`src/rtl/decoder_pkg.sv`:
```
// Shared CSR decode types, CSR bit positions and CSR write helpers.
package decoder_pkg;

  typedef logic [11:0] csr_addr_t;
  typedef logic [4:0]  r;
  typedef logic [31:0] word;

  typedef enum logic [2:0] {
    CSR_NONE = 3'd0,
    CSR_RW   = 3'd1,
    CSR_RS   = 3'd2,
    CSR_RC   = 3'd3,
    CSR_RWI  = 3'd5,
    CSR_RSI  = 3'd6,
    CSR_RCI  = 3'd7
  } csr_t;

  // Bit positions of the button CSR fields
  localparam int unsigned LEVEL = 0;
  localparam int unsigned RISE  = 1;
  localparam int unsigned FALL  = 2;

  // Set/clear forms with a zero rs1 field are pure reads
  function automatic logic csr_writes(input csr_t op, input r rs1);
    unique case (op)
      CSR_RW, CSR_RWI:                  csr_writes = 1'b1;
      CSR_RS, CSR_RC, CSR_RSI, CSR_RCI: csr_writes = (rs1 != '0);
      default:                          csr_writes = 1'b0;
    endcase
  endfunction

  // New CSR value; immediate forms use the zero-extended rs1 field as operand
  function automatic word csr_apply(input csr_t op, input word old, input r rs1, input word in);
    word imm;
    imm = {27'b0, rs1};
    unique case (op)
      CSR_RW:  csr_apply = in;
      CSR_RS:  csr_apply = old | in;
      CSR_RC:  csr_apply = old & ~in;
      CSR_RWI: csr_apply = imm;
      CSR_RSI: csr_apply = old | imm;
      CSR_RCI: csr_apply = old & ~imm;
      default: csr_apply = old;
    endcase
  endfunction

endpackage

```
`src/rtl/btn_debounce.sv`:
```
// Button pin synchronizer and debouncer.
// Define CSR_BTN_DEBOUNCE_EN to enable the stability counter; otherwise the
// synchronized pin is copied to level every cycle and DebounceCycles is ignored.
module btn_debounce #(
  parameter int unsigned DebounceCycles = 16
) (
  input  logic clk,
  input  logic reset,
  input  logic pin,
  output logic level
);

  logic s1;
  logic s2;

  // Two-flop synchronizer for the asynchronous pin
  always_ff @(posedge clk or posedge reset) begin
    if (reset) begin
      s1 <= 1'b0;
      s2 <= 1'b0;
    end else begin
      s1 <= pin;
      s2 <= s1;
    end
  end

`ifdef CSR_BTN_DEBOUNCE_EN
  localparam logic [15:0] CntMax = 16'(DebounceCycles - 1);

  logic [15:0] cnt;

  // Accept a new level only after it has been stable for DebounceCycles cycles
  always_ff @(posedge clk or posedge reset) begin
    if (reset) begin
      level <= 1'b0;
      cnt   <= '0;
    end else if (s2 == level) begin
      cnt <= '0;
    end else if (cnt == CntMax) begin
      level <= s2;
      cnt   <= '0;
    end else begin
      cnt <= cnt + 16'd1;
    end
  end
`else
  localparam int unsigned unused_debounce_cycles = DebounceCycles;

  // Without debouncing the synchronized pin is the level
  always_ff @(posedge clk or posedge reset) begin
    if (reset) begin
      level <= 1'b0;
    end else begin
      level <= s2;
    end
  end
`endif

endmodule

```
`src/rtl/csr_btn.sv`:
```
// Button CSR: address decode, sticky rise/fall pending flags and read mux.
// Debounce behaviour is selected by CSR_BTN_DEBOUNCE_EN (see btn_debounce).
module csr_btn
  import decoder_pkg::*;
#(
  parameter csr_addr_t   Addr           = 12'd1,
  parameter int unsigned DebounceCycles = 16
) (
  input  logic      clk,
  input  logic      reset,
  input  logic      en,
  input  csr_addr_t addr,
  input  r          rs1,
  input  r          rd,
  input  csr_t      op,
  input  word       in,
  output logic      match,
  output word       out,
  input  logic      btn
);

  logic level;
  logic level_prev;
  logic rise_pend;
  logic fall_pend;
  logic rise_eff;
  logic fall_eff;
  logic wr;
  word  cur;
  word  nxt;
  logic unused_bits;

  btn_debounce #(
    .DebounceCycles(DebounceCycles)
  ) u_debounce (
    .clk  (clk),
    .reset(reset),
    .pin  (btn),
    .level(level)
  );

  assign match = en && (addr == Addr);

  // An edge of level counts as pending from the edge it occurs on; the
  // registered flag absorbs it one cycle later, which makes the edge win over
  // a clear issued in the same cycle while a later clear still removes it.
  assign rise_eff = rise_pend | (level & ~level_prev);
  assign fall_eff = fall_pend | (~level & level_prev);

  assign unused_bits = ^{rd, nxt[31:3], nxt[LEVEL]};

  // Read mux and software write decode
  always_comb begin
    cur       = '0;
    cur[LEVEL] = level;
    cur[RISE]  = rise_eff;
    cur[FALL]  = fall_eff;
    out       = match ? cur : '0;
    wr        = match && csr_writes(op, rs1);
    nxt       = csr_apply(op, cur, rs1, in);
  end

  // Pending flags: software may only clear them
  always_ff @(posedge clk or posedge reset) begin
    if (reset) begin
      level_prev <= 1'b0;
      rise_pend  <= 1'b0;
      fall_pend  <= 1'b0;
    end else begin
      level_prev <= level;
      rise_pend  <= rise_eff & (~wr | nxt[RISE]);
      fall_pend  <= fall_eff & (~wr | nxt[FALL]);
    end
  end

endmodule

```
`config.mk`:
```
export PLATFORM = sky130hd
export DESIGN_NAME = csr_btn
export DESIGN_NICKNAME = d
export VERILOG_FILES = /design/src/rtl/decoder_pkg.sv /design/src/rtl/btn_debounce.sv /design/src/rtl/csr_btn.sv
export SDC_FILE = /design/constraint.sdc
export NUM_CORES = 1
export LEC_CHECK = 0
export CAP_MARGIN = 20
export CORE_AREA = 2 2 39 41
export DETAILED_ROUTE_END_ITERATION = 12
export DIE_AREA = 0 0 41 43
export DONT_BUFFER_PORTS = 1
export GPL_TIMING_DRIVEN = 0
export PLACE_DENSITY = 0.53
export RECOVER_POWER = 25
export SYNTH_ARGS = -nofsm -noshare
export SYNTH_HDL_FRONTEND = slang
export SYNTH_HIERARCHICAL = 1
export SYNTH_SLANG_ARGS = --single-unit
```
`constraint.sdc`:
```
create_clock -name clk -period 3.4 [get_ports clk]
set_input_delay 0.68 -clock clk [delete_from_list [all_inputs] [get_ports clk]]
set_output_delay 0.68 -clock clk [all_outputs]
set_load 0.05 [all_outputs]
```
==> results.py, run 1 <==
metrics = {
    "setup_path": {
        "startpoint": "addr[1]",
        "cp_slowest_cell": "nor2b_1",
        "slowest_delay_ns": 0.84,
        "crit_fanout": 6,
        "cp-end-kind": "output pin",
        "path_class": "input pin to output pin",
        "worstReg2RegStart": "u_debounce/level",
        "critical_path.top_delay_family": "simple AND/OR/NAND/NOR gates",
        "start_kind": "input pin",
        "arrival_ns": 2.61,
        "path_cells": "nor4b_1 > and4_1 > clkbuf_1 > nor2b_1",
        "critPathBufInv": 1,
        "critical_path_required_ns": 2.72,
    },
    "floorplan": {
        "die-area_mm2": 0.00176,
        "core-area_mm2": 0.00138,
        "die_h_um": 43,
        "io_pins": 94,
        "initial_core_util_pct": 37.8,
        "die_w_um": 41,
        "rows": 14,
    },
    "global_routing": {
        "top_usage_layer": "met2",
        "antenna_found_initial": 0,
        "overflow": 0,
        "grt_use_met3_pct": 3.14,
        "grt_pass1_vias": 294,
        "grt_pass1_wl_um": 1010,
        "grtUsageTotal_pct": 8.23,
        "met2_usage_pct": 12.5,
        "grt_max_degree": 7,
        "use_met1_pct": 9.70,
    },
    "clock_network": {
        "clockRootBuffer": "clkbuf_4",
        "clk_pin_slew_worst_paths_ns": 0.04,
        "cts_buffers": 3,
        "h-tree-depth": 1,
        "ctsHoldBuffers": 0,
        "cts_tree": "built",
        "clock_latency_ns": 0.23,
        "cts_resized": 0,
        "cts.sinks": 6,
        "cts_setup_buffers": 0,
        "max-clock-path-buffers": 2,
    },
    "timing": {
        "maxSlewViolCount": 0,
        "setup_violations": 0,
        "rsz0062_at_grt": "true",
        "period_needed_ns": 3.29,
        "timing.final.crit_share_pct": 96.8,
        "fin_skew_ns": 0.00196,
        "maxSlewHeadroom_pct": 36.7,
        "max_freq_mhz": 304,
        "final-hold-violation-count": 0,
        "worst_slew_pin_slew_ns": 0.948,
        "setup_tns_ns": 0,
    },
    "power": {
        "seq_power_share_pct": 31.1,
        "p_leak_uw": 0.000402,
        "switching_share_pct": 41.8,
        "power.density_mw_per_mm2": 361,
        "clkPwrFrac_pct": 25.5,
        "p_sw_uw": 101,
        "comb_power_share_pct": 43.5,
        "p_int_uw": 141,
        "vdd_drop_max_mv": 0.190,
    },
    "placement": {
        "postPlaceCellArea_um2": 648,
        "gp_congestion": 0.598,
        "port_buffers": 0,
    },
    "detailed_routing": {
        "drc": 0,
        "wl_per_cell_um": 7.53,
        "drt_iter0_markers": 2,
        "routed_wl_um": 798,
        "ant_nets": 0,
        "vias_per_cell": 3.67,
        "vias": 389,
        "first_pass_iters": 4,
    },
    "synth": {
        "yosys_warnings": 6,
        "syn-instance-count": 59,
        "ys_seq_area_share_pct": 28.7,
        "synth.distinct_cells": 18,
        "synth.avg_cell_area_um2": 8.86,
        "synth_seq_cells": 6,
        "synth_area_um2": 523,
    },
    "layout": {
        "final_core_util_pct": 48.5,
        "diodes": 0,
        "final_cell_mix": "29 x buf_4, 29 x conb_1, 6 x dfrtp_1",
        "drive_gt1_share_pct": 35.6,
        "syn_to_final_growth_pct": 28.2,
        "final_cell_area_um2": 671,
        "fin_nets": 153,
    },
    "flow_run": {
        "maxCapViolations": 0,
    },
    "run_status": {
        "status": "finished, final reports clean",
    },
    "min_path": {
        "hp-class": "input pin to asynchronous set/reset pin",
    },
}
-- final cells by class --
| class | count | area, um^2 |
|---|---|---|
| clock buffers | 3 | 22.5 |
| multi-input cells | 47 | 241 |
| inverters | 4 | 15.0 |
| flip-flops and latches | 6 | 150 |
| well taps | 16 | 20.0 |
| fillers | 156 | 713 |
| plain buffers | 30 | 221 |
-- per-layer routing --
layer  vias to the layer above  wire [um]  share of wire, %
li1                        194          -                 -
met1                       149        253                32
met2                        46        304                38
met3                         0        241                30
met4                         0          0                 0
met5                         -          0                 0
-- power groups by stage --
stage	Sequential, uW	Combinational, uW	Clock (uW)
2_1_floorplan	75.9	103	0
3_3_place_gp	76.2	104	0
3_5_place_dp	76.4	104	0
4_1_cts	75.3	104	65.3
5_1_grt	75.4	111	69.2
6_report	75.2	105	61.7
-- final timing paths --
check	end	depth (start not counted)	slack [ns]
setup / recovery	out[1]	4	0.11
hold / removal	level_prev	1	0.20
setup reg to reg	rise_pend	2	2.57
hold reg to reg	u_debounce/level	0	0.35
max in group asynchronous	u_debounce/s1	1	3.08
min in group clk	u_debounce/level	0	0.35
-- synthesized netlist by cell type, drive strengths merged --
cell / count / area (um^2)
nor2: 1 / 3.75
and2: 1 / 6.26
conb: 1 / 3.75
buf: 29 / 218
xor2: 2 / 17.5
dfrtp: 6 / 150
a31oi: 2 / 12.5
clkbuf: 1 / 3.75
o31a: 1 / 8.76
or4b: 1 / 10.0
nor4b: 1 / 8.76
a21oi: 2 / 10.0
inv: 4 / 15.0
and4: 1 / 8.76
mux2i: 2 / 20.0
nor3b: 1 / 7.51
nor4: 1 / 6.26
nor2b: 2 / 12.5
-- flip-flops by register name, summed over array words and instances, names as in the netlist --
| register | cells |
|---|---|
| u_debounce/level | 1 |
| u_debounce/s2 | 1 |
| fall_pend | 1 |
| level_prev | 1 |
| u_debounce/s1 | 1 |
| rise_pend | 1 |
-- through the flow --
stage          setup WS (ns)  std cells  hold WS, ns  total power [uW]
2_1_floorplan          0.262         87        0.331               179
3_3_place_gp           0.104        103        0.332               180
3_5_place_dp          0.0952        103        0.339               180
4_1_cts               0.0865        106        0.191               245
5_1_grt              -0.0419        106        0.194               255
6_report               0.110        106        0.195               242
-- kinds of logic (layout without fill, tap and decap cells) --
| family | Yosys count | count (layout) | share of synthesized area, % |
|---|---|---|---|
| AOI/OAI and AO/OA | 5 | 5 | 5.98 |
| xor gates and xnor gates | 2 | 2 | 3.35 |
| buffers and inverters | 34 | 37 | 45.2 |
| DFF | 6 | 6 | 28.7 |
| muxes | 2 | 2 | 3.83 |
| other | 1 | 29 | 0.717 |
| and+or+nand+nor | 9 | 9 | 12.2 |
No activity file was read; power rests on OpenSTA's default activity.
==> inputs of run 2 (changes only) <==
--- a/config.mk
+++ b/config.mk
@@ -7,6 +7,7 @@
 export LEC_CHECK = 0
 export CAP_MARGIN = 20
 export CORE_AREA = 2 2 39 41
+export CTS_CLUSTER_SIZE = 25
 export DETAILED_ROUTE_END_ITERATION = 12
 export DIE_AREA = 0 0 41 43
 export DONT_BUFFER_PORTS = 1
==> results of run 2 <==
No change in the layout: final DEF, timing and power equal those of run 1.
